--- src/rtl/mul_wb_sequencer_if.sv ---
// Bundles the operation request, the multiplier link, the register-file
// writeback port and the status outputs of mul_wb_sequencer.
interface mul_wb_sequencer_if;
    logic        start;
    logic [2:0]  op;
    logic [31:0] a;
    logic [31:0] b;
    logic [63:0] acc;
    logic [3:0]  rdlo_addr;
    logic [3:0]  rdhi_addr;
    logic        setflags;
    logic [31:0] mul_a;
    logic [31:0] mul_b;
    logic        mul_signed;
    logic [63:0] mul_result;
    logic        wb_valid;
    logic        wb_ready;
    logic [3:0]  wb_addr;
    logic [31:0] wb_data;
    logic        busy;
    logic        done;
    logic        flags_valid;
    logic        flag_n;
    logic        flag_z;
    logic        err;

    modport master (
        output start, op, a, b, acc, rdlo_addr, rdhi_addr, setflags, mul_result, wb_ready,
        input  mul_a, mul_b, mul_signed, wb_valid, wb_addr, wb_data, busy, done,
               flags_valid, flag_n, flag_z, err
    );

    modport slave (
        input  start, op, a, b, acc, rdlo_addr, rdhi_addr, setflags, mul_result, wb_ready,
        output mul_a, mul_b, mul_signed, wb_valid, wb_addr, wb_data, busy, done,
               flags_valid, flag_n, flag_z, err
    );
endinterface

--- src/rtl/mul_wb_sequencer.sv ---
// Multicycle sequencer around an external 32x32->64 multiplier: latches operands,
// accumulates, writes back RdLo/RdHi over a valid/ready port and produces N/Z flags.
module mul_wb_sequencer #(
    parameter int unsigned MUL_LATENCY = 1
) (
    input logic                clk,
    input logic                reset,
    mul_wb_sequencer_if.slave  bus
);

    typedef enum logic [2:0] {StIdle, StMult, StAcc, StWbLo, StWbHi, StDone} state_t;

    localparam logic [3:0] LatLoad = 4'(MUL_LATENCY - 1);

    state_t      state_q, state_d;
    logic [3:0]  cnt_q;
    logic [31:0] a_q, b_q;
    logic [63:0] acc_q;
    logic [2:0]  op_q;
    logic [3:0]  lo_q, hi_q;
    logic        sf_q;
    logic [63:0] prod_q, sum_q;
    logic        err_q, err_d;
    logic        flag_n_q, flag_z_q;

    logic        accept, capture, flag_upd;
    logic        illegal, is_long;
    logic [63:0] addend;

    assign illegal = (bus.op[2:1] == 2'b01);
    assign is_long = op_q[2];

    always_comb begin
        case (op_q)
            3'b001:         addend = {32'b0, acc_q[31:0]};
            3'b101, 3'b111: addend = acc_q;
            default:        addend = 64'b0;
        endcase
    end

    always_ff @(posedge clk or posedge reset) begin
        if (reset) begin
            state_q <= StIdle;
        end else begin
            state_q <= state_d;
        end
    end

    always_comb begin
        state_d  = state_q;
        accept   = 1'b0;
        capture  = 1'b0;
        flag_upd = 1'b0;
        err_d    = 1'b0;
        case (state_q)
            StIdle: begin
                if (bus.start) begin
                    if (illegal) begin
                        err_d = 1'b1;
                    end else begin
                        accept  = 1'b1;
                        state_d = StMult;
                    end
                end
            end
            StMult: begin
                if (cnt_q == 4'd0) begin
                    capture = 1'b1;
                    state_d = StAcc;
                end
            end
            StAcc: state_d = StWbLo;
            StWbLo: begin
                if (bus.wb_ready) begin
                    if (is_long) begin
                        state_d = StWbHi;
                    end else begin
                        state_d  = StDone;
                        flag_upd = sf_q;
                    end
                end
            end
            StWbHi: begin
                if (bus.wb_ready) begin
                    state_d  = StDone;
                    flag_upd = sf_q;
                end
            end
            StDone:  state_d = StIdle;
            default: state_d = StIdle;
        endcase
    end

    always_ff @(posedge clk or posedge reset) begin
        if (reset) begin
            cnt_q    <= 4'd0;
            a_q      <= 32'd0;
            b_q      <= 32'd0;
            acc_q    <= 64'd0;
            op_q     <= 3'd0;
            lo_q     <= 4'd0;
            hi_q     <= 4'd0;
            sf_q     <= 1'b0;
            prod_q   <= 64'd0;
            sum_q    <= 64'd0;
            err_q    <= 1'b0;
            flag_n_q <= 1'b0;
            flag_z_q <= 1'b0;
        end else begin
            err_q <= err_d;
            if (accept) begin
                cnt_q <= LatLoad;
                a_q   <= bus.a;
                b_q   <= bus.b;
                acc_q <= bus.acc;
                op_q  <= bus.op;
                lo_q  <= bus.rdlo_addr;
                hi_q  <= bus.rdhi_addr;
                sf_q  <= bus.setflags;
            end else if (state_q == StMult && cnt_q != 4'd0) begin
                cnt_q <= cnt_q - 4'd1;
            end
            if (capture) begin
                prod_q <= bus.mul_result;
            end
            if (state_q == StAcc) begin
                sum_q <= prod_q + addend;
            end
            // Flags are committed on the final write so they are valid during DONE.
            if (flag_upd) begin
                flag_n_q <= is_long ? sum_q[63] : sum_q[31];
                flag_z_q <= is_long ? (sum_q == 64'd0) : (sum_q[31:0] == 32'd0);
            end
        end
    end

    assign bus.mul_a       = a_q;
    assign bus.mul_b       = b_q;
    assign bus.mul_signed  = op_q[2] & op_q[1];
    assign bus.wb_valid    = (state_q == StWbLo) || (state_q == StWbHi);
    assign bus.wb_addr     = (state_q == StWbLo) ? lo_q :
                             (state_q == StWbHi) ? hi_q : 4'd0;
    assign bus.wb_data     = (state_q == StWbLo) ? sum_q[31:0] :
                             (state_q == StWbHi) ? sum_q[63:32] : 32'd0;
    assign bus.busy        = (state_q != StIdle);
    assign bus.done        = (state_q == StDone);
    assign bus.flags_valid = (state_q == StDone) && sf_q;
    assign bus.flag_n      = flag_n_q;
    assign bus.flag_z      = flag_z_q;
    assign bus.err         = err_q;

endmodule
--- src/flat_wrapper.sv ---
// flat-port wrapper written by rule: the top's interface ports become plain ports
module mul_wb_sequencer_flat 
#(
    parameter int unsigned MUL_LATENCY = 1
)
  (clk, reset, bus_start, bus_op, bus_a, bus_b, bus_acc, bus_rdlo_addr, bus_rdhi_addr, bus_setflags, bus_mul_result, bus_wb_ready, bus_mul_a, bus_mul_b, bus_mul_signed, bus_wb_valid, bus_wb_addr, bus_wb_data, bus_busy, bus_done, bus_flags_valid, bus_flag_n, bus_flag_z, bus_err);
  mul_wb_sequencer_if bus_i ();
  input logic clk;
  input logic reset;
  input wire logic [$bits(bus_i.start)-1:0] bus_start;
  input wire logic [$bits(bus_i.op)-1:0] bus_op;
  input wire logic [$bits(bus_i.a)-1:0] bus_a;
  input wire logic [$bits(bus_i.b)-1:0] bus_b;
  input wire logic [$bits(bus_i.acc)-1:0] bus_acc;
  input wire logic [$bits(bus_i.rdlo_addr)-1:0] bus_rdlo_addr;
  input wire logic [$bits(bus_i.rdhi_addr)-1:0] bus_rdhi_addr;
  input wire logic [$bits(bus_i.setflags)-1:0] bus_setflags;
  input wire logic [$bits(bus_i.mul_result)-1:0] bus_mul_result;
  input wire logic [$bits(bus_i.wb_ready)-1:0] bus_wb_ready;
  output wire logic [$bits(bus_i.mul_a)-1:0] bus_mul_a;
  output wire logic [$bits(bus_i.mul_b)-1:0] bus_mul_b;
  output wire logic [$bits(bus_i.mul_signed)-1:0] bus_mul_signed;
  output wire logic [$bits(bus_i.wb_valid)-1:0] bus_wb_valid;
  output wire logic [$bits(bus_i.wb_addr)-1:0] bus_wb_addr;
  output wire logic [$bits(bus_i.wb_data)-1:0] bus_wb_data;
  output wire logic [$bits(bus_i.busy)-1:0] bus_busy;
  output wire logic [$bits(bus_i.done)-1:0] bus_done;
  output wire logic [$bits(bus_i.flags_valid)-1:0] bus_flags_valid;
  output wire logic [$bits(bus_i.flag_n)-1:0] bus_flag_n;
  output wire logic [$bits(bus_i.flag_z)-1:0] bus_flag_z;
  output wire logic [$bits(bus_i.err)-1:0] bus_err;
  assign bus_i.start = bus_start;
  assign bus_i.op = bus_op;
  assign bus_i.a = bus_a;
  assign bus_i.b = bus_b;
  assign bus_i.acc = bus_acc;
  assign bus_i.rdlo_addr = bus_rdlo_addr;
  assign bus_i.rdhi_addr = bus_rdhi_addr;
  assign bus_i.setflags = bus_setflags;
  assign bus_i.mul_result = bus_mul_result;
  assign bus_i.wb_ready = bus_wb_ready;
  assign bus_mul_a = bus_i.mul_a;
  assign bus_mul_b = bus_i.mul_b;
  assign bus_mul_signed = bus_i.mul_signed;
  assign bus_wb_valid = bus_i.wb_valid;
  assign bus_wb_addr = bus_i.wb_addr;
  assign bus_wb_data = bus_i.wb_data;
  assign bus_busy = bus_i.busy;
  assign bus_done = bus_i.done;
  assign bus_flags_valid = bus_i.flags_valid;
  assign bus_flag_n = bus_i.flag_n;
  assign bus_flag_z = bus_i.flag_z;
  assign bus_err = bus_i.err;
  mul_wb_sequencer #(.MUL_LATENCY(MUL_LATENCY)) u_core (.clk(clk), .reset(reset), .bus(bus_i));
endmodule
--- config.mk ---
export PLATFORM = sky130hd
export DESIGN_NAME = mul_wb_sequencer_flat
export DESIGN_NICKNAME = d
export VERILOG_FILES = /design/src/rtl/mul_wb_sequencer_if.sv /design/src/rtl/mul_wb_sequencer.sv /design/src/flat_wrapper.sv
export SDC_FILE = /design/constraint.sdc
export NUM_CORES = 1
export LEC_CHECK = 0
export CAP_MARGIN = 0
export CELL_PAD_IN_SITES_DETAIL_PLACEMENT = 0
export CELL_PAD_IN_SITES_GLOBAL_PLACEMENT = 2
export CORE_MARGIN = 1
export CORE_UTILIZATION = 30
export CTS_BUF_LIST = sky130_fd_sc_hd__clkbuf_16
export CTS_CLUSTER_DIAMETER = 50
export DETAILED_ROUTE_END_ITERATION = 10
export PLACE_DENSITY = 0.84
export SETUP_SLACK_MARGIN = 0.15
export SYNTH_ARGS = -nofsm -noshare
export SYNTH_HDL_FRONTEND = slang
export SYNTH_SLANG_ARGS = --single-unit
--- constraint.sdc ---
create_clock -name clk -period 8.88 [get_ports clk]
set_input_delay 1.332 -clock clk [delete_from_list [all_inputs] [get_ports clk]]
set_output_delay 1.332 -clock clk [all_outputs]
set_load 0.02 [all_outputs]
==> impl_summary.txt <==
----------------------------------------------------
[Critical path]
  Depth of the most critical reg-to-reg path ... 16
  Endpoint class of the critical path ... flop
  Critical path data arrival time ... approximately 5.0 ns
  Critical path data required time ... 9.32 ns
  Start of the worst register-to-register path ... u_core.op_q[2]
  Critical-path maximum fanout ... 37
  R2r setup slk ... roughly 4.4 ns
  Series of cell instances along the critical path ... buf_4, inv_1, a21boi_1, buf_4, and2_1, ha_1, fa_1, a21oi_1, o21ai_2, a21oi_2, o21ai_0, a21oi_1, nand4_1, a41oi_1, nor3_1, or3_1
  Endpoint of the most critical register-to-register path ... u_core.sum_q[62]
  Startpoint Class ... flop
  Critical-path top delay cell ... sky130_fd_sc_hd__a21oi_1
  Stage delay of the slowest cell on the critical path ... around 0.48 ns
  Type of the worst setup path ... reg2reg

[Placed design]
  GPL Wtd Cong ... a little under 0.9
  Port Buf Inserts ... around 320
  Placed wire-length estimate ... 35.5 mm

[Routing]
  Total number of vias ... 12.1k
  Residual antenna-violating net count after detailed routing ... 0
  Detailed-router iteration count before antenna repair ... 5
  Number of DRC violations after detailed-routing iteration 0 ... approximately 660
  DRC errors left ... 0
  Total length of routed wires ... between 40 and 50 mm
  Wire length per cell after detailed routing ... a little under 20 um
  Via density ... roughly 5.0

[Logic synthesis]
  Number of enable-type register cells in the synthesized netlist ... 0
  Combinational family with the most area after synthesis ... multiplexers
  Multiplexer area fraction after synthesis ... 15.2%
  Synthesized instance count ... around 1.4k
  Compound-Gate Fraction of Synth Area ... 15.2%
  Top cell type's share of synthesized area ... 46.0%
  Most used standard cell by instance count after synthesis ... sky130_fd_sc_hd__dfrtp_1
  Post-synthesis instance area ... 0.0151 mm^2
  Post-synthesis net count ... ~1.7k
  Xor and xnor area share after synthesis ... under 10%
  Leading post-synthesis cells by instance count ... 278 x sky130_fd_sc_hd__dfrtp_1, 202 x sky130_fd_sc_hd__mux2_2, 117 x sky130_fd_sc_hd__nand2_1
  Post-synthesis async set-or-reset flop share ... 100%
  Adder-cell share of the synthesized area ... under 10%
  Average cell area after synthesis ... 10.8 um^2
  Dominant cells by area after synthesis ... sky130_fd_sc_hd__dfrtp_1 46%, sky130_fd_sc_hd__mux2_2 15%, sky130_fd_sc_hd__ha_1 5.3%
  Simple-Gate Fraction of Synth Area ... 11.8%
  Post-synthesis sequential area ratio ... 46.0%
  Number of flip-flops and latches in the synthesized netlist ... 278
  Prevailing post-synth register cell ... sky130_fd_sc_hd__dfrtp_1
  Syn. warnings ... 0
  Cell type with the highest aggregate area in the netlist ... sky130_fd_sc_hd__dfrtp_1
  Number of distinct standard cells referenced by the synthesized netlist ... 77

[CTS]
  Register clock-pin slew on the reported worst setup and hold paths ... ~0.06 ns
  Library cell used as clock root buffer ... sky130_fd_sc_hd__clkbuf_16
  Insertion delay of the later-clocked pin in the worst-skew pair ... 0.57 ns
  Post-CTS setup repair buffer count ... 0
  # clock sinks ... about 280
  Htree depth ... 2
  Cells resized by post-CTS repair ... 0
  Hold buffer count at cts ... 0
  Bufs on Longest Clock Path ... 3
  Clock tree from TritonCTS ... done
  Total clock buffers created by CTS ... 42

[GRT]
  Global routing usage summed across all routing layers ... approximately 18%
  Number of global-route vias before repair ... between 10k and 15k
  First-pass GRT wire length ... between 70 and 80 mm
  Maximum number of pins on one net before global-route repair ... 113
  Total congestion overflow ... 0
  Initial antenna violation count ... 11

[STA]
  Peak clock frequency supported by timing ... about 0.22 GHz
  Minimum clock period after layout ... 4.53 ns
  Setup skew after layout ... ~0.017 ns
  Final Cycle Share ... between 50% and 60%
  Worst rel slew slack ... 33.8%
  Total negative setup slack ... 0 ns
  Fin. Hold Viols ... 0
  Slew at the pin with the worst max-slew slack ... 0.994 ns
  Setup Viol. Count Final ... 0
  Number of max-slew violations in the final report ... 0
  Unrepaired setup endpoints after global routing ... false

[Pwr]
  P per Cell Area ... approximately 420 mW/mm^2
  Peak supply drop ... between 150 and 200 uV
  Total power ... between 8 and 9 mW
  Static Leakage ... slightly below 9 nW

[Die]
  Number of top-level design ports ... between 300 and 400
  Standard cell core area ... ~0.049 mm^2
  Die area ... between 0.05 and 0.06 mm^2
  Vertical die dimension ... around 230 um
  Initial standard-cell utilization of the core ... between 30% and 40%
  Count of standard-cell rows ... between 80 and 90
  Die width ... 227 um

[Hold path]
  End of the worst hold path ... u_core.acc_q[5]
  Min-Delay Startpoint ... u_core.acc_q[5]
  Hold path depth ... 1
  Class of the worst hold path ... reg2reg

[Outcome]
  Status ... complete, no violations

[Layout]
  Area growth syn-to-layout ... 34.0%
  Total area of multi-input combinational cells ... about 0.0077 mm^2
  Final net count ... about 2.0k
  Layout cells sized above 1 ... between 10% and 20%
  Fill cell count ... 4829
  Sequential cell area ... around 0.0070 mm^2

[Job]
  Max-cap check violation count ... 0

----------------------------------------------------
-- critical path: cells and delay by family (launching register included) --
family | cells | cell delay [ns]
AOI/OAI and AO/OA | 7 | 1.80
adders and majority gates | 2 | 0.63
buffers and inverters | 3 | 0.56
DFF | 1 | 0.37
and+or+nand+nor | 4 | 1.02
-- per-stage QoR --
step | hold WS (ns) | instances | instance area, um^2 | utilization (%) | setup WS, ns
6_report | 0.495 | 2396 | 20300 | 41.1 | 4.35
2_1_floorplan | 0.467 | 1404 | 15100 | - | 3.87
5_1_grt | 0.513 | 2394 | 20300 | 41.1 | 3.93
3_3_place_gp | 0.488 | 2317 | 18800 | 38.2 | 4.53
4_1_cts | 0.500 | 2394 | 20300 | 41.1 | 4.35
3_5_place_dp | 0.489 | 2317 | 18800 | 38.2 | 4.38
-- routing by layer --
metal | track usage (%) | wire length, um
met5 | 0 | 97
met4 | 6.28 | 1270
met3 | 5.74 | 3540
met2 | 29.1 | 21400
met1 | 23.4 | 20400
-- state kept, by name, summed over array words and instances (netlist names) --
| signal | count |
|---|---|
| u_core.state_q | 3 |
| u_core.op_q | 3 |
| u_core.hi_q | 4 |
| u_core.sf_q | 1 |
| u_core.bus.mul_a | 32 |
| u_core.bus.flag_n | 1 |
| u_core.prod_q | 64 |
| u_core.bus.mul_b | 32 |
| u_core.cnt_q | 4 |
| u_core.sum_q | 64 |
| u_core.bus.flag_z | 1 |
| u_core.acc_q | 64 |
| u_core.bus.err | 1 |
| u_core.lo_q | 4 |
-- cells by family (layout without fill, tap and decap cells) --
family / count (synthesis) / after routing
simple gates: 354 / 354
compound gates: 343 / 343
flops: 278 / 278
mux: 204 / 204
buf+inv: 108 / 434
fa+ha+maj: 65 / 65
xor+xnor: 52 / 52
other cells: 0 / 2
-- final cells by class --
cell class | instances | area share (%)
Clock buffer | 43 | 5.31
Multi-Input combinational cell | 1018 | 37.9
Clock inverter | 34 | 1.76
Antenna cell | 2 | 0.0247
Sequential cell | 278 | 34.3
Inverter | 28 | 0.537
Tap cell | 664 | 4.10
Timing Repair Buffer | 329 | 16.1
-- placed cells by master, fill, tap and decap left out, drive strengths merged, types with 33 or more instances in the layout --
master and count:
nor2 44, and3 40, a21o 41, inv 33, ha 64, dfrtp 278
and2 46, a21oi 84, o21ai 86, clkdlybuf4s50 315, a22o 36, mux2 202
nand2 117, clkbuf 43
-- where the power goes --
part	internal, mW	switching [mW]
sequential	1.92	0.458
clock	1.04	0.650
combinational	1.99	2.40
total	4.94	3.51
-- how the worst max path moves through the flow --
stage	slack [ns]	from	end
6_report	4.35	u_core.op_q[2]	u_core.sum_q[62]
5_1_grt	3.93	u_core.op_q[2]	u_core.sum_q[62]
4_1_cts	4.35	u_core.op_q[2]	u_core.sum_q[62]
3_5_place_dp	4.38	u_core.op_q[2]	u_core.sum_q[62]
3_3_place_gp	4.53	u_core.op_q[2]	u_core.sum_q[62]
2_1_floorplan	3.87	reset	u_core.acc_q[0]
(Power assumes the default switching activity.)
